$ cat src/rtl/cp_pkg.sv
// cp_pkg: shared types and widths for the computer tug-of-war opponent
package cp_pkg;
    typedef enum logic [1:0] {IDLE, WAIT, PRESS, COOL} cp_state_t;
    localparam int RND_W = 10;
    localparam int CNT_W = 8;
endpackage

$ cat src/rtl/cp_tick_gen.sv
// cp_tick_gen: decision pacing tick, one pulse every TICK_DIV clocks while run is high
module cp_tick_gen #(
    parameter int TICK_DIV = 16
) (
    input  logic clk,
    input  logic reset,
    input  logic run,
    output logic tick
);
    localparam int W = $clog2(TICK_DIV);
    logic [W-1:0] cnt;
    assign tick = run && cnt == W'(TICK_DIV - 1);
    always_ff @(posedge clk) begin
        if (reset || !run) cnt <= '0;
        else cnt <= tick ? '0 : cnt + 1'b1;
    end
endmodule

$ cat src/rtl/computer_player_ctrl.sv
// computer_player_ctrl: computer opponent that presses on tick hits against a difficulty threshold,
// followed by a fixed cooldown
module computer_player_ctrl
    import cp_pkg::*;
#(
    parameter int TICK_DIV = 16,
    parameter int COOLDOWN = 4
) (
    input  logic             clk,
    input  logic             reset,
    input  logic             enable,
    input  logic [RND_W-1:0] rnd,
    input  logic [RND_W-1:0] difficulty,
    output logic             press,
    output logic             busy,
    output logic [CNT_W-1:0] press_count
);
    localparam int CW = $clog2(COOLDOWN + 1);
    cp_state_t state, state_n;
    logic [CW-1:0] cool;
    logic tick;
    cp_tick_gen #(.TICK_DIV(TICK_DIV)) u_tick (
        .clk  (clk),
        .reset(reset),
        .run  (enable && state != IDLE),
        .tick (tick)
    );
    always_comb begin
        state_n = state;
        case (state)
            IDLE:    state_n = WAIT;
            WAIT:    state_n = tick && rnd < difficulty ? PRESS : WAIT;
            PRESS:   state_n = COOL;
            COOL:    state_n = cool == CW'(1) ? WAIT : COOL;
            default: state_n = IDLE;
        endcase
        if (!enable) state_n = IDLE;
    end
    always_ff @(posedge clk) begin
        if (reset) begin
            state       <= IDLE;
            cool        <= '0;
            press_count <= '0;
        end else begin
            state <= state_n;
            // parking mid-cooldown throws the remainder away
            cool <= !enable ? '0 : state == PRESS ? CW'(COOLDOWN) : state == COOL ? cool - 1'b1 : cool;
            if (state == PRESS && press_count != '1) press_count <= press_count + 1'b1;
        end
    end
    assign press = state == PRESS;
    assign busy  = state == PRESS || state == COOL;
endmodule
$ cat config.mk
export PLATFORM = sky130hd
export DESIGN_NAME = computer_player_ctrl
export DESIGN_NICKNAME = d
export VERILOG_FILES = /design/src/rtl/cp_pkg.sv /design/src/rtl/cp_tick_gen.sv /design/src/rtl/computer_player_ctrl.sv
export SDC_FILE = /design/constraint.sdc
export NUM_CORES = 1
export LEC_CHECK = 0
export CORE_AREA = 2 2 50 56
export CTS_CLUSTER_DIAMETER = 100
export DETAILED_ROUTE_END_ITERATION = 7
export DIE_AREA = 0 0 52 58
export GPL_TIMING_DRIVEN = 0
export PLACE_DENSITY = 0.86
export SETUP_SLACK_MARGIN = 0.2
export SYNTH_ARGS = -nofsm -noshare
export SYNTH_HDL_FRONTEND = slang
export SYNTH_SLANG_ARGS = --single-unit
$ cat constraint.sdc
create_clock -name clk -period 1.6 [get_ports clk]
set_clock_uncertainty 0.05 [all_clocks]
set_input_delay 0.24 -clock clk [delete_from_list [all_inputs] [get_ports clk]]
set_output_delay 0.24 -clock clk [all_outputs]
set_load 0.01 [all_outputs]
; Word-level counts from Yosys, hierarchy flattened
; Cells that the tools add are included.
[totals]
ff_bits = 17
input_bits = 23
[op_classes]
addsub = 3
magnitude_cmp = 1
n_eq_ne = 6
mux = 5
bitwise_logic = 1
n_reduce_logical = 13
[op_table]
columns = op, n
row1 = $lt 10x10->1, 1
row2 = $add 8x1->8 const B, 1
row3 = $ne 8x8->1 const B, 1
row4 = $pmux 2 s4, 1
row5 = $mux 3, 2
row6 = $add 4x1->4 const B, 1
row7 = $eq 2x2->1 const B, 2
row8 = $eq 4x4->1 const B, 1
row9 = $logic_and 1x1->1, 4
row10 = $mux 2, 2
row11 = $reduce_bool 2->1, 2
row12 = $reduce_or 2->1, 2
row13 = $eq 3x1->1 const B, 1
row14 = $reduce_or 3->1, 1
row15 = $sub 3x1->3 const B, 1
row16 = $eq 2x1->1 const B, 1
row17 = $logic_not 2->1, 1
row18 = $logic_or 1x1->1, 2
row19 = $logic_not 1->1, 1
row20 = $not 1->1, 1

; Logic depth before layout (Yosys ltp)
[depth]
word_depth = 6
depth_mapped = 6
ltp_nobuf = 6

; Modules after synthesis
; From an unflattened synthesis, not the netlist that was laid out.
[hier_totals]
cells_unflattened = 123
area_unflattened_um2 = 1084.8
[modules_own_cells]
columns = mod, instances, cells_per_inst, area_each_um2
row1 = computer_player_ctrl, 1, 106, 927.1
row2 = cp_tick_gen, 1, 17, 157.7

; Worst setup path after synthesis
; OpenSTA, ideal clock, no wires.
[synth_path]
path_type = register -> register
startpoint = register press_count[0]
endpoint = register press_count[1]
t_arrival_ns = 1.256
required_ns = 1.434
path_slack_ns = 0.178
path_stages_with_launch = 6
n_path_buf = 0
synth_period_minus_slack_ns = 1.422
path_cell_list = dfxtp_1 > ha_1 > and4_4 > a31oi_2 > mux2i_1 > nor2_1
[synth_via]
elab_chain_cells = 2
word_cells_on_any_way = 3
[synth_rtl]
columns = item, line_no
row1 = from (decl), computer_player_ctrl.sv:16  ; output logic [CNT_W-1:0] press_count
row2 = from (signal assigned), computer_player_ctrl.sv:48  ; if (state == PRESS && press_count != '1) press_count <= press_count + 1'b1;
row3 = "parallel branches: the longest is 2 deep, another holds $add 8x1->8", --
; Several ways; the timed one is not identified.
; A chain may end at the register's enable or synchronous reset.

; Final worst setup path
[layout_path]
startpoint = register press_count[0]
endpoint = register press_count[2]
; The elaborated chain is that of the path after synthesis.

==> impl_metrics.ini <==
[outcome]
run_status = complete, no violations

[worst_setup_path]
crit_chain = ha_4 > and4_4 > a311oi_2 > xnor2_1 > nor2_1
slowest_stage = dfxtp_4
critPathArrivalTime_ps = 1540
cpPeakStageDelay_ps = 370
crit_path_max_fanout = 4
critPathCaptureType = register
cp-start-kind = register
critPathRequiredTime_ps = 1730
path_class = register to register

[global_routing]
antenna_found_initial = 0
grt_util_met2 = 0.371
use_met1 = 0.166
grt_overflow = 0
grt_max_degree = 11
grt_pass1_wl_um = 4150
busiest_layer = met2
grt_pass1_vias = 1060
grtUsageMet3 = 0.0258
track_usage = 0.177

[timing]
tightestPinTransition_ps = 264
setup_viol = 0
holdWs_ps = 406
finalCriticalPeriod_ps = 1410
final.setup.worst_slack_ps = 190
fmax_ghz = 0.709
rsz0062_at_grt = yes
slew_violations = 0
slew_headroom = 0.824
hold_viol = 0
fin_crit_sh = 0.881

[final_layout]
area_growth_syn_to_layout_pct = 52.4
design_area_um2 = 1640
drive_above_1_share = 0.272
post-route-util = 0.671
diodes = 0
fin_nets = 206

[detailed_routing]
drc = 0
vias_per_cell = 5.31
ant_nets = 0
first_pass_iters = 5
drtIter0Drc = 10
vias = 1061
wl_per_cell_um = 13.1
drt_wl_total_um = 2620

[cts]
cts.sinks = 17
tritoncts = built
htreeDepth = 1
cts_buffer_depth = 2
clk_latency_ps = 280
numCtsBuffers = 3
root_buffer = clkbuf_4
postCtsHoldBufs = 0
clk_pin_slew_ps = 100

[synthesis]
synth_seq_cells = 17
syn_avg_cell_area_um2 = 8.63
ys.flop_type = dfxtp_1
yosys_warnings = 0
yosys-top-cells-count = dfxtp_1 (17), nor2_1 (17), inv_1 (14), ha_1 (13), nand2_1 (8)
synth_area_leaders = dfxtp_1 (32%), ha_1 (15%), nor2_1 (5.9%)
syn_nets = 161
synth_cell_types = 40
synth_edf_count = 0
syn_area_um2 = 1080
synth_top_area_cell = dfxtp_1
synth_seq_area_share = 0.316
synth_async_sr_flop_share = 0
synth_top_cell_area_share = 0.316
netlist_instances = 125

[floorplanning]
die_y_um = 58
placementRows = 19
die_w_um = 52
pin_count = 33
design.core.area_um2 = 2450
die-area_um2 = 3020
initial_utilization = 0.440

[power]
clkPwrFrac = 0.290
combPwrFrac = 0.175
p_seq_frac = 0.535
ir_drop_uv = 345
power_switching_uw = 185
switching_share = 0.236
p_leak_uw = 0.000751
internal-power_uw = 599
power_uw = 784
powerDensity_nw_per_um2 = 477

[placement]
gp_congestion = 0.778
place_ws_ps = -199
post-dp-hpwl_um = 1930
post_dp_cell_area_um2 = 1450
io_buffers = 32

[worst_hold_path]
worstHoldPathType = register to register

[run]
cap_violations = 0
[sequential cells by signal, summed over array words and instances (netlist names)]
| signal | cells |
|---|---|
| state | 2 |
| u_tick.cnt | 4 |
| cool | 3 |
| press_count | 8 |
[placed cells by master (no fill, tap or decap), drive strengths merged, types with 3 or more instances in the layout]
master	count
a21oi	6
a311oi	3
buf	10
clkbuf	6
clkdlybuf4s50	19
dfxtp	17
dlygate4sd2	9
ha	13
inv	14
nand2	8
nand2b	4
nand4	4
nor2	17
o21ai	4
xnor2	3
xor2	3
[routing by layer]
metal	up-vias	routed length [um]
met3	4	147
met1	496	999
met4	0	35
met5	-	0
met2	41	1440
li1	520	-
[kinds of logic (layout without fill, tap and decap cells)]
| group | after synthesis | count (layout) | share of synthesized area |
|---|---|---|---|
| AOI/OAI and AO/OA | 21 | 21 | 0.137 |
| adders and majority gates | 13 | 13 | 0.151 |
| buffers and inverters | 17 | 61 | 0.0638 |
| DFF | 17 | 17 | 0.316 |
| muxes | 2 | 2 | 0.0197 |
| xor gates and xnor gates | 6 | 6 | 0.0487 |
| and+or+nand+nor | 49 | 49 | 0.265 |
[worst max-delay path: cells and delay by family (launching register included)]
| family | cells | cell delay, ps |
|---|---|---|
| flip-flops | 1 | 370 |
| XOR/XNOR | 1 | 170 |
| AND/OR/NAND/NOR | 2 | 230 |
| adder cells (fa/ha/maj) | 1 | 170 |
| AO/OA/AOI/OAI | 1 | 320 |
[path summary, 6_finish.rpt]
path	startpoint	endpoint	slack, ps	depth (start not counted)
min	u_tick.cnt[0]$_SDFF_PP0_	u_tick.cnt[0]$_SDFF_PP0_	410	1
max	press_count[0]$_SDFFE_PP0P_	press_count[2]$_SDFFE_PP0P_	190	5
min reg2reg	u_tick.cnt[0]$_SDFF_PP0_	u_tick.cnt[0]$_SDFF_PP0_	410	1
max reg2reg	press_count[0]$_SDFFE_PP0P_	press_count[2]$_SDFFE_PP0P_	190	5
[power groups by stage]
| stage | clock, uW | combinational (uW) | sequential [uW] |
|---|---|---|---|
| after floorplan | 0 | 47.0 | 437 |
| after global placement | 0 | 109 | 438 |
| after detailed placement | 0 | 114 | 438 |
| after CTS | 231 | 121 | 423 |
| after global routing | 251 | 154 | 420 |
| final | 228 | 137 | 419 |
[cell type report]
| class | count | area [um^2] |
|---|---|---|
| fill | 216 | 805 |
| multi-input combinational | 91 | 758 |
| timing repair buffer | 40 | 383 |
| sequential | 17 | 365 |
| inverter | 14 | 52.6 |
| tap | 31 | 38.8 |
| clock buffer | 4 | 26.3 |
| buffer | 3 | 20.0 |
[metrics by stage]
step                      cells  TNS [ps]
after detailed placement    188      -365
after global placement      188      -259
after floorplan             125         0
final                       200         0
after CTS                   194         0
after global routing        200         0
[what timing repair did]
item	4_1_cts	5_1_grt
gates cloned	0	0
pin swaps	8	12
buffers inserted	2	6
resized for setup	33	13
setup endpoints to repair	18	11
(Power assumes the default switching activity.)
